--- src/rtl/fifo_rd_stream.sv ---
// fifo_rd_stream: drains a registered-read FIFO into a 2-entry buffered valid/ready stream
module fifo_rd_stream #(
  parameter int DataWidth = 16,
  parameter int Depth = 4096,
  parameter int CntWidth = $clog2(Depth) + 1
) (
  input  logic                 clk,
  input  logic                 rst,
  input  logic                 en,
  input  logic                 fifo_empty,
  output logic                 fifo_rd,
  input  logic [DataWidth-1:0] fifo_data,
  output logic [DataWidth-1:0] m_data,
  output logic                 m_valid,
  input  logic                 m_ready,
  output logic [CntWidth-1:0]  out_count,
  output logic                 busy
);
  logic [1:0] occ;
  logic [1:0] wr_idx;
  logic [2:0] level;
  logic inflight;
  logic pop;
  logic [DataWidth-1:0] slot1;
  assign pop = m_valid && m_ready;
  assign level = {1'b0, occ} + {2'b0, inflight} - {2'b0, pop};
  assign wr_idx = occ - {1'b0, pop};
  assign fifo_rd = !rst && en && !fifo_empty && level < 3'd2;
  // Buffer shift/capture, occupancy and registered stream/status outputs; level is next occupancy
  always_ff @(posedge clk) begin
    if (rst) begin
      occ <= '0;
      inflight <= 1'b0;
      m_valid <= 1'b0;
      busy <= 1'b0;
      m_data <= '0;
      slot1 <= '0;
      out_count <= '0;
    end else begin
      occ <= level[1:0];
      inflight <= fifo_rd;
      m_valid <= level != 3'd0;
      busy <= level != 3'd0 || fifo_rd;
      m_data <= (inflight && wr_idx == 2'd0) ? fifo_data : pop ? slot1 : m_data;
      slot1 <= (inflight && wr_idx == 2'd1) ? fifo_data : slot1;
      out_count <= out_count + CntWidth'(pop);
    end
  end
endmodule
--- config.mk ---
export PLATFORM = sky130hd
export DESIGN_NAME = fifo_rd_stream
export DESIGN_NICKNAME = d
export VERILOG_FILES = /design/src/rtl/fifo_rd_stream.sv
export SDC_FILE = /design/constraint.sdc
export NUM_CORES = 1
export LEC_CHECK = 0
export ABC_AREA = 0
export BUFFER_PORTS_ARGS = -buffer_cell sky130_fd_sc_hd__buf_2
export CAP_MARGIN = 10
export CORE_MARGIN = 2
export CORE_UTILIZATION = 34
export DETAILED_ROUTE_END_ITERATION = 12
export SLEW_MARGIN = 15
export SYNTH_ARGS = -nofsm -noshare
export SYNTH_HDL_FRONTEND = slang
export SYNTH_SLANG_ARGS = --single-unit
--- constraint.sdc ---
create_clock -name clk -period 3.1 [get_ports clk]
set_clock_uncertainty 0.05 [all_clocks]
set_input_delay 0.62 -clock clk [delete_from_list [all_inputs] [get_ports clk]]
set_output_delay 0.62 -clock clk [all_outputs]
set_load 0.1 [all_outputs]
# After elaboration in Yosys (flattened, before gate mapping)
# Cells that the tools add are included.
dict set report totals {
  ff_bits 50
}
dict set report classes {
  add_sub_neg 4
  order_cmp 1
  n_eq_ne 1
  mux 2
  n_reduce_logical 12
}
# cell n
set ops {}
lappend ops {{2-to-1 mux 16 bit} 2}
lappend ops {{adder 13 x 1 -> 13 bit} 1}
lappend ops {{logical AND 1 bit} 6}
lappend ops {{adder 2 x 1 -> 3 bit} 1}
lappend ops {{< comparator 3 x 2 -> 1 bit (second input constant)} 1}
lappend ops {{nonzero test 3 bit} 1}
lappend ops {{subtractor 3 x 1 -> 3 bit} 1}
lappend ops {{== test 2 x 1 -> 1 bit (second input constant)} 1}
lappend ops {{logical NOT 1 bit} 2}
lappend ops {{logical NOT 2 bit} 1}
lappend ops {{nonzero test 2 bit} 1}
lappend ops {{subtractor 2 x 1 -> 2 bit} 1}
lappend ops {{logical OR 1 bit} 1}

# Longest topological paths before layout
# Gate-level depths: netlist of the first run.
dict set report depth {
  word_depth 5
  mapped_depth 9
  depth_no_buf 9
}

# Worst setup path before layout of the first run
# OpenSTA, ideal clock, no wires.
dict set report synth_path {
  path_kind {flip-flop to output port}
  from {register m_valid}
  to {output fifo_rd}
  arrival_time_ps 4422
  path_slack_ps -1992
  path_stages_with_launch 8
  path_buffers 0
  cell_sequence {dfxtp_1 nand2_2 or2_2 nand2_1 ha_1 fa_1 nand2b_1 nor3_1}
}
dict set report synth_via {
  elab_chain_cells 4
}
# element line_no
set synth_lines {}
lappend synth_lines {{start, declared} 14} ;# output logic m_valid,
lappend synth_lines {{start signal, assigned} 34} ;# m_valid <= 1'b0;
lappend synth_lines {{start signal, assigned} 42} ;# m_valid <= level != 3'd0;
lappend synth_lines {{logical AND 1 bit} 25} ;# assign pop = m_valid && m_ready;
lappend synth_lines {{subtractor 3 x 1 -> 3 bit} 26} ;# assign level = {1'b0, occ} + {2'b0, inflight} - {2'b0, pop};
lappend synth_lines {{via level[1]} 21} ;# logic [2:0] level;
lappend synth_lines {{< comparator 3 x 2 -> 1 bit} 28} ;# assign fifo_rd = !rst && en && !fifo_empty && level < 3'd2;
lappend synth_lines {{logical AND 1 bit} 28}
lappend synth_lines {{end, declared} 11} ;# output logic fifo_rd,
# The timed path passes the listed nets, and every way through them passes these cells.

# Worst setup path after layout of the first run
dict set report layout_path {
  from {input m_ready}
  to {output fifo_rd}
}
dict set report layout_via {
  elab_chain_cells 4
}
# element line_no
set layout_lines {}
lappend layout_lines {{start, declared} 15} ;# input logic m_ready,
lappend layout_lines {{logical AND 1 bit} 25}
lappend layout_lines {{subtractor 3 x 1 -> 3 bit} 26}
lappend layout_lines {{< comparator 3 x 2 -> 1 bit} 28}
lappend layout_lines {{logical AND 1 bit} 28}
# No other way between the ends.

==> results of run 1 <==
registers in the layout, summed over array words and instances, names as in the netlist:
signal	count
m_data	16
inflight	1
busy	1
occ	2
out_count	13
slot1	16
m_valid	1
path summary, 6_finish.rpt:
check	startpoint	end	cells after the start
min	slot1[4]	slot1[4]	2
max	m_ready	fifo_rd	10
max reg2reg	m_valid	busy	8
min reg2reg	slot1[4]	slot1[4]	2
area by class of cell:
cell class	instances	share of cell area (%)
multi-input cells	166	42.06
flip-flops and latches	50	38.74
repair buffers	55	11.48
well taps	75	3.618
clock buffers	7	3.329
inverters	4	0.5789
clock inverters	1	0.1930
per-layer routing:
metal | track usage, % | vias to the layer above | routed length [um]
met4 | 3.079 | 0 | 40
met2 | 21.55 | 48 | 2126
met3 | 4.847 | 6 | 305
li1 | - | 888 | -
met5 | 0 | - | 0
met1 | 16.70 | 798 | 2174
cell families after synthesis:
kind of cell,after synthesis,share of synthesized area [%]
AO/OA/AOI/OAI,42,12.70
XOR/XNOR,11,4.485
adder cells (fa/ha/maj),3,2.097
buffers and inverters,16,3.960
flip-flops,50,46.59
multiplexers,16,7.455
AND/OR/NAND/NOR,94,22.71
placed cells by master (no fill, tap or decap), types with 2 or more instances in the layout:
| cell | netlist | final |
|---|---|---|
| dfxtp_1 | 50 | 49 |
| mux2i_1 | 16 | 16 |
| xnor2_1 | 8 | 8 |
| nor3_1 | 6 | 5 |
| nand4_1 | 2 | 2 |
| xor2_1 | 3 | 2 |
| a21oi_1 | 19 | 19 |
| ha_1 | 2 | 2 |
| nand3_1 | 6 | 6 |
| nor4_1 | 3 | 3 |
| nor2b_1 | 3 | 3 |
| clkbuf_8 | 0 | 6 |
| nor2_1 | 12 | 12 |
| nand2_1 | 22 | 22 |
| o21ai_0 | 2 | 2 |
| buf_2 | 1 | 51 |
| a22oi_1 | 16 | 16 |
| nand2b_1 | 35 | 34 |
| or3_1 | 3 | 3 |
| buf_4 | 0 | 3 |
| inv_1 | 3 | 3 |
through the flow:
step	power, mW	util [%]	area, um2	setup TNS (ns)
6_report	1.769	43.04	2594	0
5_1_grt	1.865	43.04	2594	0
4_1_cts	1.795	43.04	2594	0
3_5_place_dp	1.395	41.53	2502	0
3_3_place_gp	1.391	41.53	2502	0
2_1_floorplan	1.269	-	2181	-0.04842
worst max-delay path: cells and delay by family:
family / cells / cell delay, ns
buffers and inverters: 2 / 0.32
XOR/XNOR: 1 / 0.20
AND/OR/NAND/NOR: 5 / 0.56
adder cells (fa/ha/maj): 2 / 0.58
power by group through the flow:
stage	Clock (mW)	Combinational, mW	Sequential [mW]
floorplan	0	0.274	0.995
global route	0.439	0.673	0.753
global placement	0	0.634	0.757
CTS	0.410	0.639	0.746
detailed placement	0	0.636	0.759
finish	0.395	0.630	0.744
==> qor.yml, run 1 <==
die-height_um: 83.49
antenna_left: 0
grt_pass1_wl_mm: 7.562
critPathLaunchType: "input port"
yosys-top-cells-area: "dfxtp_1 (47%), nand2b_1 (10%), mux2i_1 (7.5%), a22oi_1 (5.6%), a21oi_1 (4.4%)"
arrival_ns: 2.28
sw_frac_of_total_pct: 40.98
regArea_um2: 1005
synth-edff-count: 0
yosysTopAreaCellShare_pct: 46.59
fin_crit_ns: 2.952
hold_viol: 0
rrSetupSlack_ns: 1.12
vias_per_cell: 4.860
multiInputGateArea_um2: 1091
max_cap_violations: 0
detail_route.first_pass.iterations: 4
post-route-period-util_pct: 95.22
power_frac_seq_pct: 42.1
coreArea_um2: 6026
max_freq_mhz: 338.8
rsz0062_at_grt: "no"
post-place-ws_ns: 0.1270
start_util_pct: 35.65
dpl.hpwl_mm: 3.032
worstPathMaxFanout: 7
cts_buffers: 5
num_rows: 28
drc_errors: 0
clk_latency_ns: 0.30
grt_usage_pct: 13.20
clock_path_buffers: 2
synth.distinct_cells: 32
drive_above_1_share_pct: 25.44
max-slew-margin-rel_pct: 45.76
outcome: "finished, final reports clean"
cts_tree: "done"
place.gp.congestion: 0.6637
synth_common_cells: "dfxtp_1 (50), nand2b_1 (35), nand2_1 (22)"
yosysMostFrequentCell: "dfxtp_1"
clkPwrFrac_pct: 22.3
ios: 53
syn_inst: 232
setup_viol: 0
ys_warn_count: 0
ctsHoldBuffers: 0
ys.flop_type: "dfxtp_1"
asyncSetResetFlopFracSynth_pct: 0
synth_seq_cells: 50
tightest_slew_ns: 0.8136
worstPathCellList: "buf_2, nand2_2, or2_4, nand2_1, ha_1, fa_1, xor2_2, nand2b_4, nor3_4, buf_12"
n_antenna_cell: 0
ctsResizeCount: 0
synth_top_area_cell: "dfxtp_1"
grt_max_degree: 67
path_clk_slew_ns: 0.09
grt_pass1_vias: 1554
slew_violations: 0
synth_area_um2: 2148
internal_power_mw: 1.044
drt-initial-drc-count: 79
power_switching_uw: 725.1
cp-end-kind: "output pin"
die_width_um: 83.49
globalRouteOverflowTotal: 0
slowest_delay_ns: 0.40
ir_drop_mv: 0.5629
n_fill_cell: 629
cts_root_buf: "clkbuf_8"
p_leak_nw: 0.9959
clock-sinks: 50
whs_ns: 0.4313
area_delta_synth_final_pct: 20.73
num_vias: 1740
synth_area_per_cell_um2: 9.260
synth_nets: 256
finalNonFillerCells: 358
power_frac_comb_pct: 35.6
htreeDepth: 2
required_ns: 2.43
fin_ws_ns: 0.1481
criticalPathCategory: "input port to output pin"
numPortBuffers: 52
dieArea_um2: 6971
cp_slowest_cell: "fa_1"
cts_setup_buffers: 0
holdCritPathClass: "register to register"
finalNetCount: 306
place_inst: 350
wl_per_cell_um: 12.98
antenna_found_initial: 0
detail_route.wirelength_mm: 4.646
cellPowerDensity_nw_per_um2: 682.1
ys_seq_area_share_pct: 46.59
(Power assumes the default switching activity.)
==> run 2, diff against run 1 <==
REMOVE_ABC_BUFFERS = 1   (was not set)
==> run 2 against run 1 <==
Sequential power down 0.5%. Global-route usage up 0.65 points. First-iteration DRC count fell by 5.1%. Sequential share of layout area decreased by 0.52 points. Clock-buffer cell count rose by 1. Critical path depth rose by 1. Final cell count grew 0.56%. Total power grew 2.5%. Hold slack lost 0.0038 ns. Worst setup slack got worse by 0.077 ns. Critical path type unchanged.
==> qor.yml, run 2 (synthesis results as in run 1) <==
outcome: "finished, final reports clean"
setup_tns_ns: 0  # unchanged
num_vias: 1776  # +2.1%
regArea_um2: 1002  # -0.25%
wl_met1_mm: 2.275  # +4.6%
path_clk_slew_ns: 0.08  # about the same
post-route-period-util_pct: 97.70  # +2.5 points
rrSetupSlack_ns: 1.13  # about the same
design_area_um2: 2623  # +1.1%
hold_viol: 0  # unchanged
clk_latency_ns: 0.30  # about the same
cts_tree: "done"
mostFrequentLayoutCells: "buf_2 (51), dfxtp_1 (49), nand2b_1 (34)"
globalRouteOverflowTotal: 0  # unchanged
grt_pass1_vias: 1674  # +7.7%
tightest_slew_ns: 0.7097  # -0.1039 ns
highest_layer: "met4"
grt_usage_pct: 13.85  # +0.65 points
routed-wl-met3_um: 346  # +13%
ctsHoldBuffers: 0  # unchanged
fin_crit_ns: 3.029  # +0.07696 ns
die-height_um: 83.49  # unchanged
vias_per_cell: 4.933  # +1.5%
wl_per_cell_um: 13.18  # +1.5%
num_rows: 28  # unchanged
drt-initial-drc-count: 75  # -5.1%
whs_ns: 0.4275  # -0.003804 ns
coreArea_um2: 6026  # unchanged
post-place-ws_ns: -0.04064  # -0.1676 ns
finalNonFillerCells: 360  # +0.56%
antenna_found_initial: 0  # unchanged
max_freq_mhz: 330.2  # -2.5%
die_width_um: 83.49  # unchanged
clock_path_buffers: 2  # unchanged
detail_route.first_pass.iterations: 4  # unchanged
layout_commonest_cell: "buf_2"
setup_viol: 0  # unchanged
dpl.hpwl_mm: 3.030  # about the same
max-slew-margin-rel_pct: 52.69  # +6.9 points
drc_errors: 0  # unchanged
start_util_pct: 35.65  # unchanged
placed_area_um2: 2485  # -0.70%
routed-wl-met2_mm: 2.081  # -2.1%
ios: 53  # unchanged
multiInputGateArea_um2: 1089  # -0.23%
arrival_ns: 2.36  # +0.08 ns
cellPowerDensity_nw_per_um2: 691.1  # +1.3%
cts_setup_buffers: 0  # unchanged
area_delta_synth_final_pct: 22.07
cts_buffers: 5  # unchanged
holdCritPathClass: "register to register"
largestRegisters: "m_data: 16 flops, slot1: 16 flops, out_count: 13 flops"
slew_violations: 0  # unchanged
htreeDepth: 2  # unchanged
n_antenna_cell: 0  # unchanged
grt_max_degree: 67  # unchanged
place.gp.congestion: 0.7462  # +12%
cts_root_buf: "clkbuf_8"
criticalPathCategory: "input port to output pin"
grt_pass1_wl_mm: 7.941  # +5.0%
p_leak_nw: 1.012  # +1.7%
finalNetCount: 308  # +0.65%
ir_drop_mv: 0.5265  # -6.5%
fin_ws_ns: 0.07115  # -0.07696 ns
drive_above_1_share_pct: 26.32  # +0.87 points
critPathLaunchType: "input port"
cp-end-kind: "output pin"
numPortBuffers: 52  # unchanged
max_cap_violations: 0  # unchanged
antenna_left: 0  # unchanged
place_inst: 352  # +0.57%
required_ns: 2.43  # about the same
detail_route.wirelength_mm: 4.744  # +2.1%
dieArea_um2: 6971  # unchanged
clock-sinks: 50  # unchanged
worstPathMaxFanout: 6  # -1
n_fill_cell: 602  # -4.3%
==> run 2: changes by cell type in the layout (fill, tap and decap cells not counted) <==
cell      before  now
buf_4          3    5
clkbuf_8       6    8
clkbuf_1       1    0
clkinv_2       1    0
dfxtp_2        0    1
dfxtp_4        1    0
or2_2          0    1
or2_4          1    0
==> run 2: final cells by class <==
type | count | share of cell area (%)
clock buffer | 8 | 4.198
tap | 75 | 3.578
inverter | 4 | 0.5725
timing repair buffer | 57 | 11.93
multi-input combinational | 166 | 41.51
sequential | 50 | 38.22
==> run 2: where the power goes <==
| part | internal, mW | switching, mW | total (mW) |
|---|---|---|---|
| Clock | 0.226 | 0.207 | 0.433 |
| Sequential | 0.696 | 0.0442 | 0.740 |
| Combinational | 0.170 | 0.469 | 0.639 |
| Total | 1.09 | 0.721 | 1.81 |
==> run 2: critical path, stage by stage <==
cell	delay (ns)
buf_2	0.11
nand2_2	0.05
buf_4	0.15
nand2_1	0.06
nand2_1	0.05
ha_1	0.19
fa_1	0.40
xor2_2	0.19
nand2b_4	0.09
nor3_4	0.23
buf_12	0.20
==> run 2: per-layer routing <==
metal / vias to the layer above / GRT usage (%)
li1: 888 / -
met1: 831 / 17.98
met2: 51 / 21.85
met3: 6 / 4.847
met4: 0 / 3.959
met5: - / 0
==> run 2: path summary, 6_finish.rpt <==
kind,start,end,cells past startpoint
worst min register to register,slot1[7],slot1[7],2
worst min-delay path,slot1[7],slot1[7],2
worst max register to register,m_valid,busy,10
worst max-delay path,m_ready,fifo_rd,11
==> run 2: timing repair <==
item / 4_1_cts / 5_1_grt
gates resized for setup: 1 / 4
pin swaps: 0 / 1
setup endpoints to repair: 1 / 1
endpoints found under the hold margin: 0 / 0
==> run 2: metrics by stage <==
stage,util (%),total power [mW]
final,43.52,1.813
after global routing,43.52,1.921
after CTS,43.15,1.797
after detailed placement,41.24,1.350
after global placement,41.24,1.347
after floorplan,-,1.203
==> run 3, diff against run 2 <==
SETUP_SLACK_MARGIN = 0.5   (was not set)
==> run 3 against run 2 <==
Via count is 0.23% higher. Fmax is 6.7% higher. Worst setup slack better by 0.19 ns. Non-clock buffer count is 3 higher. Register-to-register slack better by 0.02 ns. Sequential share of layout area is 1.0 points lower. Clock power hardly changed. Utilization is 1.2 points higher. Sequential power is 0.7% higher. Clock-buffer cell count stayed put. Critical path depth is 2 lower. Hold slack hardly changed.
==> qor.yml, run 3 (synthesis results as in run 1) <==
outcome: "finished, final reports clean"
detail_route.wirelength_mm: 4.826  # +1.7%
max-slew-margin-rel_pct: 52.26  # -0.43 points
holdCritPathClass: "register to register"
dieArea_um2: 6971  # unchanged
cts_tree: "done"
clock-sinks: 50  # unchanged
cellPowerDensity_nw_per_um2: 698.5  # +1.1%
cp-end-kind: "output pin"
r2r_start: "m_valid"
dpl.hpwl_mm: 3.030  # unchanged
die-height_um: 83.49  # unchanged
hold_end: "slot1[11]"
drive_above_1_share_pct: 28.82  # +2.5 points
drt-initial-drc-count: 74  # -1.3%
p_leak_nw: 1.042  # +2.9%
post-place-ws_ns: -0.04064  # unchanged
crit_top_cell: "nand2_4"
n_antenna_cell: 0  # unchanged
grt_max_degree: 67  # unchanged
vias_per_cell: 4.904  # -0.60%
criticalPathCategory: "input port to output pin"
min_from: "slot1[11]"
htreeDepth: 2  # unchanged
slew_violations: 0  # unchanged
die_width_um: 83.49  # unchanged
total_power_mw: 1.884  # +4.0%
tightest_slew_ns: 0.7162  # +0.006470 ns
grt_usage_pct: 14.25  # +0.40 points
num_rows: 28  # unchanged
grt_pass1_vias: 1730  # +3.3%
worstPathCellList: "buf_8, nand2_4, or2_4, nand2_4, ha_4, fa_2, nand2b_4, nor3_4, buf_12"
rsz0062_at_grt: "yes"
area_delta_synth_final_pct: 25.57
coreArea_um2: 6026  # unchanged
ctsHoldBuffers: 0  # unchanged
grt_pass1_wl_mm: 8.155  # +2.7%
place.gp.congestion: 0.7462  # unchanged
slowest_delay_ns: 0.43  # +0.03 ns
antenna_found_initial: 0  # unchanged
detail_route.first_pass.iterations: 4  # unchanged
ios: 53  # unchanged
design_area_um2: 2698  # +2.9%
placed_area_um2: 2485  # unchanged
globalRouteOverflowTotal: 0  # unchanged
post-route-period-util_pct: 91.61  # -6.1 points
arrival_ns: 2.17  # -0.19 ns
mostFrequentLayoutCells: "buf_2 (50), dfxtp_1 (48), nand2b_1 (34)"
setup_viol: 0  # unchanged
ir_drop_mv: 0.5491  # +4.3%
clk_latency_ns: 0.30  # about the same
rrSetupSlack_ns: 1.15  # +0.02 ns
cts_root_buf: "clkbuf_8"
fin_ws_ns: 0.2602  # +0.1890 ns
start_util_pct: 35.65  # unchanged
finalNetCount: 311  # +0.97%
required_ns: 2.43  # about the same
fin_crit_ns: 2.840  # -0.1890 ns
hold_viol: 0  # unchanged
cts_buffers: 5  # unchanged
max_freq_mhz: 352.1  # +6.7%
num_vias: 1780  # +0.23%
rr_endpoint: "busy"
numPortBuffers: 52  # unchanged
antenna_left: 0  # unchanged
reg2reg_depth: 9  # -1
path_clk_slew_ns: 0.09  # about the same
layout_commonest_cell: "buf_2"
min_path_cells: 2  # unchanged
worstPathMaxFanout: 4  # -2
max_cap_violations: 0  # unchanged
wl_per_cell_um: 13.29  # +0.89%
clock_path_buffers: 2  # unchanged
drc_errors: 0  # unchanged
cp_slowest_cell: "fa_2"
critPathLaunchType: "input port"
largestRegisters: "m_data: 16 flops, slot1: 16 flops, out_count: 13 flops"
==> run 3: changes by cell type in the layout (fill, tap and decap cells not counted), sizes merged <==
| cell | before | now |
|---|---|---|
| buf | 57 | 60 |
==> run 3: critical path, delay by kind of cell <==
| family | cells | cell delay (ns) |
|---|---|---|
| buffers and inverters | 2 | 0.28 |
| adders and majority gates | 2 | 0.55 |
| and+or+nand+nor | 5 | 0.71 |
==> run 3: through the flow <==
step	TNS [ns]	util [%]	instances	hold WS [ns]
floorplan	-1.992	-	220	0.3985
global placement	-0.007582	41.24	352	0.4129
detailed placement	-0.04064	41.24	352	0.4155
CTS	0	44.54	363	0.4299
global route	0	44.77	363	0.4518
finish	0	44.77	363	0.4270
==> run 3: what timing repair did <==
item | CTS | global route
endpoints found under the hold margin | 0 | 0
buffers inserted | 3 | 0
resized for setup | 15 | 4
endpoints found under the setup margin | 1 | 1
pin swaps | 4 | 5
gates cloned | 0 | 0
==> run 3: layout make-up <==
cell class,instances,area [um2]
Fill cell,592,3328
Multi-Input combinational cell,166,1126
Sequential cell,50,1003
Timing Repair Buffer,60,349.1
Clock buffer,8,110.1
Tap cell,75,93.84
Inverter,4,15.01
==> run 3: where the power goes <==
part	switching [mW]	total, mW	leakage (nW)	internal (mW)
logic	0.489	0.706	0.579	0.217
registers	0.0481	0.745	0.405	0.697
clock network	0.208	0.433	0.0575	0.226
total	0.745	1.88	1.04	1.14
==> run 3: layer usage <==
layer  up-vias  wire (um)  GRT usage (%)
li1        894          -              -
met5         -          0              0
met4         0         40          3.959
met2        49       2156          23.24
met1       831       2294          18.00
met3         6        334          4.847
==> run 3: how the worst max path moves through the flow <==
stage | startpoint | endpoint | slack [ns] | cells past startpoint
final | m_ready | fifo_rd | 0.26 | 9
after floorplan | m_valid | fifo_rd | -1.99 | 7
after detailed placement | m_ready | fifo_rd | -0.04 | 9
after CTS | m_ready | fifo_rd | 0.22 | 9
after global placement | m_ready | fifo_rd | -0.008 | 9
after global routing | m_ready | fifo_rd | 0.20 | 9
